$ cat config.mk
export PLATFORM = sky130hd
export DESIGN_NAME = shared_matmul_serial
export DESIGN_NICKNAME = d
export VERILOG_FILES = /design/src/rtl/shared_matmul_serial.sv
export SDC_FILE = /design/constraint.sdc
export NUM_CORES = 1
export LEC_CHECK = 0
export CAP_MARGIN = 5
export CORE_MARGIN = 2
export CORE_UTILIZATION = 48
export CTS_BUF_LIST = sky130_fd_sc_hd__clkbuf_4 sky130_fd_sc_hd__clkbuf_8
export DETAILED_ROUTE_END_ITERATION = 7
export GPL_TIMING_DRIVEN = 0
export PLACE_DENSITY = 0.87
export SETUP_SLACK_MARGIN = 0.2
export SYNTH_ARGS = -nofsm -noshare
export SYNTH_HDL_FRONTEND = slang
export SYNTH_SLANG_ARGS = --single-unit
$ cat constraint.sdc
create_clock -name clk -period 3.7 [get_ports clk]
set_clock_uncertainty 0.1 [all_clocks]
set_input_delay 0.74 -clock clk [delete_from_list [all_inputs] [get_ports clk]]
set_output_delay 0.74 -clock clk [all_outputs]
set_load 0.005 [all_outputs]
$ cat src/rtl/shared_matmul_serial.sv
// Masked lane-serial GF(2) nibble matrix layer: LANES nibbles of every share per cycle, shares never mix.
// Result valid NUM_NIBBLES/LANES edges after accept; held in DONE until out_ready, no accept while busy/done.
module shared_matmul_serial #(
  parameter int NUM_SHARES  = 2,
  parameter int NIBBLE_W    = 4,
  parameter int NUM_NIBBLES = 16,
  parameter int LANES       = 4
) (
  input  logic                                      clk,
  input  logic                                      rst_n,
  input  logic                                      in_valid,
  output logic                                      in_ready,
  input  logic [NUM_SHARES*NUM_NIBBLES*NIBBLE_W-1:0] in_data,
  input  logic [NIBBLE_W*NIBBLE_W-1:0]              mat_fwd,
  input  logic [NIBBLE_W*NIBBLE_W-1:0]              mat_inv,
  input  logic                                      mode_inv,
  output logic                                      out_valid,
  input  logic                                      out_ready,
  output logic [NUM_SHARES*NUM_NIBBLES*NIBBLE_W-1:0] out_data,
  output logic                                      busy
);

  localparam int SW     = NUM_NIBBLES * NIBBLE_W;
  localparam int DW     = NUM_SHARES * SW;
  localparam int MW     = NIBBLE_W * NIBBLE_W;
  localparam int GROUPS = NUM_NIBBLES / LANES;
  localparam int CW     = (GROUPS > 1) ? $clog2(GROUPS) : 1;
  localparam logic [CW-1:0] LAST_GRP = CW'(GROUPS - 1);

  generate
    if ((NUM_NIBBLES % LANES) != 0 || LANES < 1 || NUM_SHARES < 1) begin : g_bad_params
      $error("shared_matmul_serial: LANES must divide NUM_NIBBLES and NUM_SHARES >= 1");
    end
  endgenerate

  typedef enum logic [1:0] {
    IDLE = 2'd0,
    BUSY = 2'd1,
    DONE = 2'd2
  } state_t;

  state_t          state;
  logic [CW-1:0]   cnt;
  logic [DW-1:0]   data_q;
  logic [DW-1:0]   data_nxt;
  logic [MW-1:0]   mat_q;

  // Result bit r is the parity of the nibble masked by row r.
  function automatic logic [NIBBLE_W-1:0] apply_mat(input logic [NIBBLE_W-1:0] nib,
                                                    input logic [MW-1:0]       mat);
    logic [NIBBLE_W-1:0] res;
    res = '0;
    for (int r = 0; r < NIBBLE_W; r++) begin
      res[r] = ^(nib & mat[r*NIBBLE_W +: NIBBLE_W]);
    end
    return res;
  endfunction

  // Only the current lane group is rewritten; everything else passes through.
  always_comb begin
    data_nxt = data_q;
    for (int s = 0; s < NUM_SHARES; s++) begin
      for (int l = 0; l < LANES; l++) begin
        data_nxt[s*SW + (int'(cnt)*LANES + l)*NIBBLE_W +: NIBBLE_W] =
          apply_mat(data_q[s*SW + (int'(cnt)*LANES + l)*NIBBLE_W +: NIBBLE_W], mat_q);
      end
    end
  end

  always_ff @(posedge clk or negedge rst_n) begin
    if (!rst_n) begin
      state     <= IDLE;
      cnt       <= '0;
      data_q    <= '0;
      mat_q     <= '0;
      in_ready  <= 1'b1;
      out_valid <= 1'b0;
      busy      <= 1'b0;
    end else begin
      case (state)
        IDLE: begin
          if (in_valid) begin
            data_q   <= in_data;
            mat_q    <= mode_inv ? mat_inv : mat_fwd;
            cnt      <= '0;
            state    <= BUSY;
            in_ready <= 1'b0;
            busy     <= 1'b1;
          end
        end
        BUSY: begin
          data_q <= data_nxt;
          if (cnt == LAST_GRP) begin
            cnt       <= '0;
            state     <= DONE;
            busy      <= 1'b0;
            out_valid <= 1'b1;
          end else begin
            cnt <= cnt + CW'(1);
          end
        end
        DONE: begin
          // in_ready stays low here so a drain and a new accept never share an edge.
          if (out_ready) begin
            state     <= IDLE;
            out_valid <= 1'b0;
            in_ready  <= 1'b1;
          end
        end
        default: begin
          state     <= IDLE;
          cnt       <= '0;
          in_ready  <= 1'b1;
          out_valid <= 1'b0;
          busy      <= 1'b0;
        end
      endcase
    end
  end

  assign out_data = data_q;

endmodule

Yosys cells after proc, flatten, opt, wreduce, memory -nomap -nowiden
Cells that the tools add are included.

operators by class
  $add $sub $neg = 16
  equality and inequality tests = 6
  shift operators = 24
  mux-type cells = 27
  bitwise gates (word level) = 35
  reduce and logical (&&, ||, !) cells = 41

operators with widths
  cell                      number
  $bwmux 128                8
  $shift 4x33->128 const A  8
  $shiftx 4x33->128         8
  $shiftx 128x32->4         7
  $pmux 128 s2              1
  $neg 8->33                4
  $and 4x4->4               32
  $mux 128                  1
  $reduce_xor 4->1          32
  $shiftx 128x7->4          1
  $neg 32->33               3
  $neg 6->33                1
  $add 7x7->8 const A       3
  $mux 16                   1
  $pmux 2 s3                2
  $reduce_and 3->1          4
  $add 4x2->5 const B       2
  $mux 2                    5
  $pmux 1 s3                3
  $add 7x6->8 const A       1
  $mux 1                    6
  $ne 2x2->1 const B        3
  $reduce_and 2->1          3
  $add 4x1->5 const B       1
  other kinds (6)           9

storage, ports and cells
  register bits = 151
  bits of input ports = 165
  output and inout bits = 131
  logic and storage cells = 156

Longest topological paths before layout
Gate-level depths: netlist (run 1).

  word-level depth = 13
  depth in mapped cells = 12
  depth with buffers taken out = 7

Worst setup path before layout (run 1)
OpenSTA, ideal clock, no wires.

  path type = reg-to-reg
  start = register cnt[0]
  end = register data_q[68], in the netlist out_data[68]
  library setup time = 0.083 ns
  arrival = 2.431 ns
  data required time = 3.517 ns
  slack = 1.087 ns
  stages on the path, launching flop included = 12
  path buffers = 5
  period minus slack after synthesis = 2.613 ns
  cell sequence = dfrtp_1 buf_6 buf_6 buf_2 inv_1 ha_1 clkbuf_1 nand2_1 a21oi_1 clkbuf_1 nor2_1 o22ai_1

between the ends
  longest elaborated chain between the ends = 13
  elaborated cells on any way between the ends = 112
  those cells by class = 15 x add/sub; 24 x shift; 9 x mux; 32 x bitwise; 32 x reduce/logical

RTL lines
  what                                                                  line  source
  start: declaration                                                    43    logic [CW-1:0] cnt;
  start signal: assignment                                              99    cnt <= cnt + CW'(1);
  parallel branches: the longest is 11 deep, another holds $add 7x7->8  -
  $bwmux 128 *                                                          64    data_nxt[s*SW + (int'(cnt)*LANES + l)*NIBBLE_W +: NIBBLE_W] =
  $pmux 128 s2 *                                                        80    case (state)
  end signal: assignment                                                83    data_q <= in_data;
  end signal: assignment                                                92    data_q <= data_nxt;
  end: declaration                                                      44    logic [DW-1:0] data_q;

Mark *: on every way between the ends.
A chain may end at the register's enable or synchronous reset.

Final worst setup path (run 1)
  start = register cnt[0]
  end = register data_q[98], in the netlist out_data[98]

Same word-level chain as after synthesis.

==> flow_summary.ini, run 1 <==
[run_status]
status = finished, final reports clean

[final_layout]
syn_to_final_growth_pct = 40.76
drive_above_1_share = 0.07310
fin_area_um2 = 12710
nNetsFinal = 1484
multi_input_area_um2 = 4905
fillers = 1469
register_area_um2 = 3780
insertedDiodeCount = 0

[drt]
routed_wl_um = 38730
drc = 0
drt_iter0_drc = 1336
via_count = 10130
avgRoutedWirePerCell_um = 24.81
drt_pass1_iterations = 7
drtAntennaViolNets = 0
routed_via_density = 6.488

[floorplan]
io_pins = 296
rows = 50
coreArea_um2 = 18580
die_x_um = 141.1
die_h_um = 141.1
start_util = 0.4859
dieArea_um2 = 19920

[worst_setup_path]
arrival_ps = 3710
cp_max_fo = 10
r2r_cells = 10
worstSetupStartpoint = cnt[0]$_DFFE_PN0P_
r2r_slack_ps = 320
crit_path_start_kind = register
reg2reg_from = cnt[0]$_DFFE_PN0P_
critPathKind = register to register
cp.required_ps = 4020
end_kind = register

[clocking]
cts_tree = yes
cts_root_buffer = clkbuf_8
cts-htree-levels = 4
post-cts-setup-buffer-count = 0
cts_made_buffers = 17
insertion_delay_ps = 490
cts_hold_buf = 0
ctsLongestPathBuffers = 2
clk_pin_slew_worst_paths_ps = 90
cts_sinks = 151

[sta]
worst_pin_slew_ps = 1276
fmaxAchievable_mhz = 295.5
slew_viol_final = 0
setup_slack_ps = 315.7
min_period_ps = 3384
post-route-period-util = 0.9147
setup_viol = 0
rsz0062_at_grt = yes
final_hold_viol_count = 0
slew_headroom = 0.1492

[global_route]
grt_start_max_net_pins = 94
track_usage = 0.3822
grt_pass1_wl_um = 57100
grt_pass1_vias = 9885
gr-total-overflow = 0
grt_antenna_before_repair = 0

[synthesis]
yosys_warnings = 0
synth_area_um2 = 9027
netlist_instances = 1000
netlist-cell-type-count = 42
synth_ff_type = dfrtp_1
async_reset_ff_frac = 1.000
syn_nets = 1170
synth_edf_count = 0
ys_seq_elements = 151
synth_top_area_frac = 0.4158
syn_avg_cell_area_um2 = 9.027
seq_area_frac_synth = 0.4187
synth.top_cells.by_count = nand2_1, dfrtp_1, nor2_1, a21oi_1, o22ai_1
synthTopCellsByArea = dfrtp_1, xnor2_1, mux4_2
yosys.area.top_type = dfrtp_1
yosysMostFrequentCell = nand2_1

[power_and_ir_drop]
p_leak_nw = 4.972
ir_worst_vdd_mv = 0.5825
powerDensity_nw_per_um2 = 1210

[placement]
dpl_cell_area_um2 = 12290
port_buffers = 294
post-dp-hpwl_um = 27710
dpl_worst_slack_ps = 6.740
gp_congestion = 0.9794

[min_path]
hold_class = input pin to async pin

[flow_run]
drv_cap = 0
## through the flow
step | TNS, ps | power, mW | std cells | hold WS (ps) | util
2_1_floorplan | 0 | 9.376 | 1000 | 344.4 | -
3_3_place_gp | -647220 | 13.29 | 1528 | 390.1 | 0.6600
3_5_place_dp | 0 | 13.60 | 1529 | 399.8 | 0.6615
4_1_cts | 0 | 14.96 | 1561 | 143.9 | 0.6832
5_1_grt | 0 | 16.03 | 1561 | 153.9 | 0.6839
6_report | 0 | 15.38 | 1561 | 110.8 | 0.6839
## cells by family (layout without fill, tap and decap cells)
group,after synthesis,after routing,share of synthesized area
xor gates and xnor gates,96,96,0.09979
and+or+nand+nor,330,330,0.1451
AOI/OAI and AO/OA,285,285,0.1927
DFF,151,151,0.4187
buffers and inverters,85,412,0.03922
adders and majority gates,5,5,0.006930
muxes,48,48,0.09757
## path summary, 6_finish.rpt
kind / to
setup / recovery: out_data[98]$_DFFE_PN0P_
hold / removal: busy$_DFFE_PN0P_
setup reg to reg: out_data[98]$_DFFE_PN0P_
hold reg to reg: busy$_DFFE_PN0P_
max in group asynchronous: state[0]$_DFFE_PN0P_
min in group clk: busy$_DFFE_PN0P_
## cell type report
cell class | count | share of cell area
plain buffers | 83 | 0.02796
inverters | 2 | 0.0005908
multi-input cells | 764 | 0.3860
clock inverters | 11 | 0.009846
well taps | 234 | 0.02304
flip-flops and latches | 151 | 0.2975
clock buffers | 21 | 0.02127
repair buffers | 295 | 0.2339
## per-layer routing
layer	routed length, µm	vias to the layer above	GRT usage
met4	2393	0	0.2089
li1	-	4167	-
met2	17720	959	0.6009
met5	0	-	0
met1	13150	4795	0.4706
met3	5463	206	0.1209
## what timing repair did
| action | 4_1_cts | 5_1_grt |
|---|---|---|
| gates resized for setup | 3 | 13 |
| setup endpoints to repair | 40 | 41 |
| pin swaps | 0 | 0 |
## report_power, final
part	leakage, nW	internal, mW	switching, mW
Clock	0.200	0.640	0.672
Sequential	1.76	2.55	0.784
Combinational	3.01	4.38	6.36
## sequential cells by signal, summed over array words and instances (netlist names)
signal / cells
in_ready: 1
state: 2
cnt: 2
busy: 1
out_data: 128
mat_q: 16
out_valid: 1
## placed cells by master, fill, tap and decap left out, types with 3 or more instances in the layout
cell type,instances
a21oi_1,113
a221oi_1,12
a221oi_2,4
a22oi_1,12
a32oi_1,4
and2_1,3
buf_1,6
buf_2,4
buf_6,5
clkbuf_1,62
clkbuf_2,7
clkbuf_4,3
clkbuf_8,18
clkdlybuf4s50_1,293
clkinv_2,3
clkinv_4,3
dfrtp_1,150
ha_1,5
mux2i_1,16
mux4_2,32
nand2_1,166
nand2b_1,4
nand3_1,3
nor2_1,136
nor2b_1,7
nor3_1,3
o21ai_0,21
o22ai_1,104
o32a_1,4
o32ai_1,4
xnor2_1,84
xnor2_2,4
xor2_1,4
xor2_2,4
## critical path, cell delays in order, from the launching register on
cell and delay, ps:
dfrtp_1 440, buf_6 180, buf_6 220, buf_2 310
inv_1 180, ha_1 230, clkbuf_1 220, nor4bb_1 880
and2_1 320, a221oi_1 110, nor2_1 140
No activity file was read; power rests on OpenSTA's default activity.
==> inputs of run 2 (changes only) <==
- ABC_CLOCK_PERIOD_IN_PS: unset -> 3800
- clock period: 3.7 -> 3.8 ns (I/O delays scaled with it)
==> run 2 against run 1 <==
Power decreased by 2.5%. Largest cell class unchanged. Cell area about the same. Largest power group unchanged. Clock power about the same.
==> flow_summary.ini, run 2 (same netlist as run 1, synthesis figures left out) <==
[clocking]
clk_pin_slew_worst_paths_ps = 90
cts-htree-levels = 4
ctsLongestPathBuffers = 2
cts_tree = yes
insertion_delay_ps = 490
cts_sinks = 151
cts_made_buffers = 17
cts_root_buffer = clkbuf_8
cts_hold_buf = 0

[worst_setup_path]
r2r_end = out_data[104]$_DFFE_PN0P_
r2r_cells = 11
critPathKind = register to register
r2r_slack_ps = 240
crit_family = buffers and inverters
cp.required_ps = 4100
end_kind = register
cp_max_fo = 10
path_cells = buf_6 -> buf_6 -> buf_2 -> inv_1 -> ha_1 -> and2_1 -> clkbuf_1 -> nor2_2 -> clkbuf_1 -> a21oi_1 -> o22ai_1
slowest_delay_ps = 590
critPathBufInv = 6
arrival_ps = 3860
crit_path_start_kind = register
reg2reg_from = cnt[0]$_DFFE_PN0P_
cp_slowest_cell = clkbuf_1

[floorplan]
dieArea_um2 = 19920
io_pins = 296
die_x_um = 141.1
die_h_um = 141.1
coreArea_um2 = 18580
start_util = 0.4859
rows = 50

[final_layout]
final_cell_mix = clkdlybuf4s50_1, nand2_1, dfrtp_1
drive_above_1_share = 0.07159
layout.cells.non_filler = 1561
insertedDiodeCount = 0
largest_reg_flops = 128
nNetsFinal = 1484
syn_to_final_growth_pct = 40.68
layout_commonest_cell = clkdlybuf4s50_1
fin_util = 0.6835

[run_status]
status = finished, final reports clean

[drt]
routed_via_density = 6.520
avgRoutedWirePerCell_um = 24.87
drt_iter0_drc = 1350
via_count = 10180
met1_length_um = 12880
drt_pass1_iterations = 6
routed_wl_um = 38820
route.met3.wl_um = 5829
wl_met2_um = 17710
topRoutingLayerUsed = met4
drc = 0
drtAntennaViolNets = 0

[sta]
setup_slack_ps = 235.6
tns_ps = 0
final_hold_viol_count = 0
slew_headroom = 0.1358
setup_viol = 0
worst_pin_slew_ps = 1296
slew_viol_final = 0
post-route-period-util = 0.9380
fmaxAchievable_mhz = 280.6
rsz0062_at_grt = no
min_period_ps = 3564

[global_route]
gr-total-overflow = 0
track_usage = 0.3822
grt_pass1_wl_um = 57100
grt_start_max_net_pins = 94
grt_pass1_vias = 9885
grt_antenna_before_repair = 0

[power_and_ir_drop]
powerDensity_nw_per_um2 = 1181
p_leak_nw = 4.964
ir_worst_vdd_mv = 0.5709

[placement]
port_buffers = 294
placed_cells = 1529
dpl_worst_slack_ps = 86.74
gp_congestion = 0.9794
post-dp-hpwl_um = 27710

[flow_run]
drv_cap = 0

[min_path]
hold_class = input pin to async pin
-- run 2: layout make-up --
cell class,instances,area (µm²)
repair buffers,295,2972
flip-flops and latches,151,3780
inverters,2,7.507
plain buffers,83,352.8
clock inverters,11,125.1
clock buffers,21,270.3
fillers,1468,5881
multi-input cells,764,4900
well taps,234,292.8
-- run 2: report_power, final --
part	switching (mW)	internal [mW]	leakage, nW
clock	0.661	0.623	0.200
sequential	0.762	2.48	1.76
combinational	6.20	4.26	3.01
-- run 2: how the worst max path moves through the flow --
stage                  startpoint  cells after the start  slack [ps]                         to
6_report       cnt[0]$_DFFE_PN0P_                     11         240  out_data[104]$_DFFE_PN0P_
5_1_grt        cnt[0]$_DFFE_PN0P_                     11         200  out_data[104]$_DFFE_PN0P_
4_1_cts        cnt[0]$_DFFE_PN0P_                     12         410   out_data[34]$_DFFE_PN0P_
3_5_place_dp             in_valid                      8          90  out_data[119]$_DFFE_PN0P_
3_3_place_gp                rst_n                      1       -4230      mat_q[10]$_DFFE_PN0P_
2_1_floorplan  cnt[0]$_DFFE_PN0P_                     11        1190   out_data[68]$_DFFE_PN0P_
-- run 2: per-stage QoR --
stage	area, µm²	hold WS [ps]	power [mW]
2_1_floorplan	9027	364.4	9.129
3_3_place_gp	12260	390.1	12.94
3_5_place_dp	12290	399.8	13.24
4_1_cts	12690	163.9	14.56
5_1_grt	12700	173.9	15.60
6_report	12700	133.8	14.99
-- run 2: metal layers --
metal / GRT usage / up-vias
met4: 0.2089 / 0
met5: 0 / -
met3: 0.1209 / 215
met2: 0.6009 / 1029
li1: - / 4164
met1: 0.4706 / 4769
-- run 2: what timing repair did --
| action | in CTS | in global routing |
|---|---|---|
| cloned | 0 | 0 |
| hold endpoints to repair | 0 | 0 |
| resized for setup | 3 | 8 |
| setup buffers | 0 | 0 |
| pin swaps | 0 | 0 |
| endpoints found under the setup margin | 11 | 17 |
